File: config.mk
export PLATFORM = sky130hd
export DESIGN_NAME = fetch_ctrl
export DESIGN_NICKNAME = d
export VERILOG_FILES = /design/src/rtl/fetch_ctrl.sv
export SDC_FILE = /design/constraint.sdc
export NUM_CORES = 1
export LEC_CHECK = 0
export BUFFER_PORTS_ARGS = -buffer_cell sky130_fd_sc_hd__buf_2
export CAP_MARGIN = 15
export CELL_PAD_IN_SITES_DETAIL_PLACEMENT = 1
export CELL_PAD_IN_SITES_GLOBAL_PLACEMENT = 1
export CORE_UTILIZATION = 33
export CTS_CLUSTER_DIAMETER = 100
export CTS_CLUSTER_SIZE = 8
export DETAILED_ROUTE_END_ITERATION = 12
export PLACE_DENSITY_LB_ADDON = 0.1
export SLEW_MARGIN = 25
export SYNTH_ARGS = -nofsm -noshare
export SYNTH_HDL_FRONTEND = slang
export SYNTH_SLANG_ARGS = --single-unit
File: constraint.sdc
create_clock -name clk -period 2 [get_ports clk]
set_clock_uncertainty 0.2 [all_clocks]
set_input_delay 0.4 -clock clk [delete_from_list [all_inputs] [get_ports clk]]
set_output_delay 0.4 -clock clk [all_outputs]
set_load 0.05 [all_outputs]
File: src/rtl/fetch_ctrl.sv
// fetch_ctrl: instruction fetch sequencer in front of a registered-read instruction memory.
// Latency: one cycle from issue (im_en/im_addr) to instr_valid; one instruction per cycle sustained.
// Backpressure: instr_ready low holds instr/instr_pc and re-reads the same word; redirect squashes it.
// Optional macro FETCH_CTRL_PERF_EN adds saturating fetch_cnt/stall_cnt outputs.
module fetch_ctrl #(
  parameter int unsigned   AW        = 32,
  parameter logic [AW-1:0] RESET_PC  = '0,
  parameter logic [AW-1:0] ADDR_STEP = AW'(1)
) (
  input  logic          clk,
  input  logic          rst_n,
  output logic [AW-1:0] im_addr,
  output logic          im_en,
  input  logic [31:0]   im_instr,
  input  logic          redirect,
  input  logic [AW-1:0] redirect_addr,
  input  logic          halt,
  output logic [31:0]   instr,
  output logic [AW-1:0] instr_pc,
  output logic          instr_valid,
  input  logic          instr_ready
`ifdef FETCH_CTRL_PERF_EN
  ,
  output logic [31:0]   fetch_cnt,
  output logic [31:0]   stall_cnt
`endif
);

  typedef enum logic [1:0] {IDLE, RUN, HALT} state_t;

  state_t        state;
  logic [AW-1:0] pc;
  logic [AW-1:0] req_pc;
  logic          req_v;
  logic          hold;

  // A presented instruction that is not taken keeps everything frozen.
  assign hold = req_v && !instr_ready;

  // The memory returns data one cycle after the address, so the data path is a plain wire.
  assign instr       = im_instr;
  assign instr_pc    = req_pc;
  assign instr_valid = req_v;

  // Memory request: re-read the held word on stall, else issue from pc; nothing on redirect or halt.
  always_comb begin
    im_en   = 1'b0;
    im_addr = pc;
    if (state == RUN && !redirect) begin
      if (hold) begin
        im_en   = 1'b1;
        im_addr = req_pc;
      end else if (!halt) begin
        im_en = 1'b1;
      end
    end
  end

  // Sequencer: state, next-issue pc and the single in-flight request slot.
  always_ff @(posedge clk or negedge rst_n) begin
    if (!rst_n) begin
      state  <= IDLE;
      pc     <= RESET_PC;
      req_pc <= '0;
      req_v  <= 1'b0;
    end else begin
      case (state)
        IDLE: state <= RUN;
        RUN: begin
          if (redirect) begin
            // Redirect beats hold: the pending word is dropped even if not yet taken.
            pc    <= redirect_addr;
            req_v <= 1'b0;
            if (halt) state <= HALT;
          end else if (!hold) begin
            if (halt) begin
              // Any pending word was accepted this cycle, so the slot is empty now.
              req_v <= 1'b0;
              state <= HALT;
            end else begin
              req_pc <= pc;
              req_v  <= 1'b1;
              pc     <= pc + ADDR_STEP;
            end
          end
        end
        HALT: begin
          if (redirect) begin
            pc    <= redirect_addr;
            req_v <= 1'b0;
            if (!halt) state <= RUN;
          end
        end
        default: state <= IDLE;
      endcase
    end
  end

`ifdef FETCH_CTRL_PERF_EN
  // Saturating counters of accepted instructions and of cycles a presented word was refused.
  always_ff @(posedge clk or negedge rst_n) begin
    if (!rst_n) begin
      fetch_cnt <= '0;
      stall_cnt <= '0;
    end else begin
      if (req_v && instr_ready && fetch_cnt != 32'hFFFF_FFFF)
        fetch_cnt <= fetch_cnt + 32'd1;
      if (req_v && !instr_ready && stall_cnt != 32'hFFFF_FFFF)
        stall_cnt <= stall_cnt + 32'd1;
    end
  end
`endif

endmodule

## Word level (Yosys, flattened, before mapping)

Cells that the tools add are included.

- Bits of input ports: 69
- Word-level logic and storage cells: 44
- Bits in registers: 67
- Output and inout port bits: 98

- Bitwise operators: 3
- Add/subtract/negate cells: 1
- Multiplexer cells: 20
- Eq/ne operators: 6
- Reductions and logical operators: 10

Operators by type and width:

| operator | count |
|---|---|
| $mux W32 | 6 |
| $pmux W32 S2 | 1 |
| $add A32 B1 Y32 const B | 1 |
| $mux W2 | 5 |
| $reduce_and A4 Y1 | 2 |
| $mux W1 | 6 |
| $ne A3 B3 Y1 const B | 2 |
| $pmux W2 S3 | 1 |
| $reduce_and A3 Y1 | 2 |
| $ne A2 B2 Y1 const B | 2 |
| $not A1 Y1 | 3 |
| $eq A2 B1 Y1 const B | 1 |
| $eq A2 B2 Y1 const B | 1 |
| $logic_and A1 B1 Y1 | 2 |
| $logic_not A1 Y1 | 2 |
| $logic_not A2 Y1 | 1 |
| $pmux W1 S2 | 1 |
| $reduce_bool A2 Y1 | 1 |

## Depth between registers and ports, before layout

- Depth in word-level cells: 5
- Mapped depth: 7
- Mapped depth without buffers: 6

## Least setup slack after synthesis

OpenSTA, ideal clock, no wires.

- Kind: input-to-output
- From: input port redirect
- To: output port im_addr[25]
- Buffers on the path: 3
- Setup slack: -1.048 ns
- Required time: 1.400 ns
- Cell stages on the path: 6
- Arrival: 2.448 ns
- Cell sequence: buf_6 > or3b_4 > nand2b_1 > buf_4 > buf_6 > o21ai_0

- Word-level cells in the longest chain between the ends: 3

RTL lines:

| what | RTL line | source |
|---|---|---|
| start, declared | 15 | `input logic redirect,` |
| $logic_not A1 Y1 | 49 | `if (state == RUN && !redirect) begin` |
| $logic_and A1 B1 Y1 | 49 |  |
| $mux W32 | 49 |  |
| end, declared | 12 | `output logic [AW-1:0] im_addr,` |

No other way between the ends.

## Worst setup path after layout

- From: register state[1]
- To: output port im_addr[10]

- Word-level cells in the longest chain between the ends: 3

RTL lines:

| what | RTL line | source |
|---|---|---|
| start, declared | 31 | `state_t state;` |
| start signal, assigned | 62 | `state <= IDLE;` |
| start signal, assigned | 68 | `IDLE: state <= RUN;` |
| start signal, assigned | 74 | `if (halt) state <= HALT;` |
| $eq A2 B1 Y1 | 49 |  |
| $logic_and A1 B1 Y1 | 49 |  |
| $mux W32 | 49 |  |

No other way between the ends.

==> summary.txt <==
CTS
  – Worst-Skew Late Latency: 0.34 ns
  – Worst-path clk slew: 0.06 ns
  – CTS Buffer Depth: 2
  – Clk root buf: clkbuf_16
  – CTS tree: done
  – CTS buffer count: 9
  – H-Tree Level Count: 3
  – Clock sinks: 67

Floorplanning
  – Num ports: 167
  – Row Count: 40
  – Initial Util: 34.3%
  – CORE AREA: 0.0122 mm2
  – Die H: 114 um
  – Chip width: 114 um
  – Die area: 0.0131 mm2

Finish
  – Layout area overhead: 58.8%
  – Proportion of layout cells with a drive suffix above 1: 60.9%
  – N_diodes: 0
  – Most frequent cells in the layout: 68 x buf_2, 66 x dfrtp_1, 63 x buf_4, 52 x buf_6, 37 x mux2_4
  – Non-filler cells, final: 748
  – Nets: 647
  – Commonest non-fill, non-tap cell in the layout: buf_2
  – Cell area after layout: 0.00662 mm2

Critical path
  – CP startpoint kind: flop
  – Crit Path Max Fanout: 17
  – WP data required: 1.40 ns
  – Critical Path Sink Type: primary output
  – WP data arrival: 1.94 ns
  – Critical path class: reg -> out

STA
  – Fmax achieved: 0.394 GHz
  – Hold_ws: 0.0823 ns
  – PnR worst setup slack: -0.541 ns
  – RSZ-0062 raised after global routing: yes
  – Endpoints failing setup: 96
  – Final period util: 127%
  – Worst Max-Slew Pin Slew: 0.582 ns
  – Max-slew violation count: 0
  – Final Hold Fails: 0
  – Slew HR: 60.9%
  – Fin crit period: 2.54 ns

Logic synthesis
  – Yosys top cell by area: dfrtp_1
  – Post-synthesis adder-cell area fraction: 0.300%
  – Syn Area/Cell: 9.97 um2
  – Largest family of logic cells by synthesized area: multiplexers
  – Synth Area in Simple Gates: 15.0%
  – Ys async rst share: 100%
  – Synth top area share: 40.2%
  – Register bit count reported by yosys: 67
  – Yosys cell types: 57
  – Mapped cell area: 0.00417 mm2
  – Post-synth EDFFs: 0
  – Post-Syn Nets: 488
  – Compound-cell area share of the yosys netlist: 15.4%
  – Yosys Warn Count: 0
  – Seq/Total Area, Yosys: 40.2%
  – Most common flop cell mapped by yosys: dfrtp_1
  – Cell count after synthesis: 418
  – Leading post-synthesis cells by cell area: dfrtp_1 40%, mux2_2 16%, buf_4 6.8%, a21oi_1 4.4%, nand2_1 3.2%
  – XOR/XNOR share of the synthesized area: 0%
  – Mux cell area share after synthesis: 18.0%

Power and ir drop
  – Peak VDD IR: 0.000941 V
  – Internal Power: 6.68 mW
  – Sw Pwr: 6.26 mW
  – Gate power share: 68.6%
  – Leakage: 2.95 nW
  – Switching Share: 48.4%
  – Reg power frac: 20.1%
  – Power per cell area: 1960 mW/mm2
  – Clk network pwr share: 11.4%

Routing
  – Via count: 3950
  – Drt drc: 0
  – WL/cell: 19.5 um
  – Routed vias/inst: 5.28
  – Total Wirelength: 14.6 mm
  – Post-route ant nets: 0
  – 1st-iter DRT viols: 151
  – Drt pass-1 iters: 5

Global routing
  – Antenna violations before repair: 0
  – Largest net degree at the start of global routing: 68
  – First-pass GRT wire length: 22.4 mm
  – GR Util met1: 30.5%
  – Global-route met3 utilization: 4.08%
  – GRT Resource Usage Total: 22.4%
  – GR Util met2: 35.9%
  – GRT busiest layer: met2
  – Vias in the first global route: 4071
  – Total gr overflow: 0

Placement
  – Placed instance area: 0.00526 mm2
  – Detail Placement HPWL: 8.96 mm
  – I/O Buffers: 102
  – Cells after DPL: 699
  – RD Place Congestion: 0.780

Run status
  – Violated checks: setup timing
  – Outcome: complete, but fails checks

Worst hold path
  – Hold Path Class: in -> reg

Job
  – Max Cap Viol: 0
[power groups by stage]
stage                     Combinational (mW)  Clock, mW  Sequential [mW]
final                                   8.88       1.47             2.60
after CTS                               8.25       1.50             2.59
after global routing                    9.35       1.54             2.68
after global placement                  7.02          0             2.54
after floorplan                         3.98          0             3.77
after detailed placement                7.13          0             2.58
[per-stage QoR]
stage          util, %  setup TNS, ns  power [mW]  worst slack (ns)
2_1_floorplan        -          -9.94        7.75            -0.313
3_3_place_gp      43.2         -15.01        9.56            -0.326
3_5_place_dp      43.2         -15.96        9.71            -0.346
4_1_cts           50.9         -25.63        12.3            -0.557
5_1_grt           54.4         -29.33        13.6            -0.581
6_report          54.4         -24.48        12.9            -0.541
[cell families after synthesis]
logic type,Yosys count
AOI/OAI and AO/OA,103
muxes,67
buffers and inverters,68
adders and majority gates,1
DFF,67
and+or+nand+nor,112
[cell type report]
class | instances | area (um2)
Multi-Input combinational cell | 283 | 2450
Sequential cell | 67 | 1680
Timing Repair Buffer | 211 | 2000
Clock inverter | 3 | 17.5
Inverter | 5 | 18.8
Tap cell | 168 | 210
Clock buffer | 11 | 243
Fill cell | 1318 | 5550
[worst max-delay path, stage by stage, from the launching register on]
cell and delay [ns]:
dfrtp_1 0.38, or3b_4 0.40, nand2b_4 0.18, buf_12 0.16, mux2_4 0.31, buf_6 0.15
[path summary, 6_finish.rpt]
| check | from | end | slack [ns] | cells after the start |
|---|---|---|---|---|
| max | state[1] | im_addr[10] | -0.54 | 5 |
| min | redirect_addr[28] | pc[28] | 0.08 | 3 |
| max reg2reg | state[1] | instr_pc[13] | -0.21 | 8 |
| min reg2reg | instr_pc[6] | instr_pc[6] | 0.33 | 1 |
| max in group asynchronous | rst_n | instr_pc[2] | 0.88 | 3 |
| min in group asynchronous | rst_n | instr_valid | 0.41 | 3 |
[synth_stat cells, drive strengths merged, types with 4 or more instances]
library cell,n
a2bb2oi,4
clkbuf,9
and3,9
a31oi,4
nor2,11
and4,4
nor3,4
nand2,37
dfrtp,67
buf,54
nand4,9
inv,5
o21ai,22
nand3,19
mux2,63
a21oi,38
o22ai,10
mux2i,4
or3,4
[repair_timing]
action,4_1_cts,5_1_grt
hold buffers,1,0
pin swaps,8,36
setup buffers,11,13
resized for setup,97,77
endpoints found under the hold margin,67,0
setup endpoints to repair,85,97
gates cloned,8,3
[sequential cells by signal, indices dropped and copies added (netlist names)]
| name | cells |
|---|---|
| instr_pc | 32 |
| instr_valid | 1 |
| pc | 32 |
| state | 2 |
[metal layers]
layer	up-vias	part of all wire, %
met1	1994	46
met5	-	0
met3	26	4.2
met2	109	49
met4	0	1.3
li1	1821	-
Note: power is estimated with default switching activity, not from simulation.
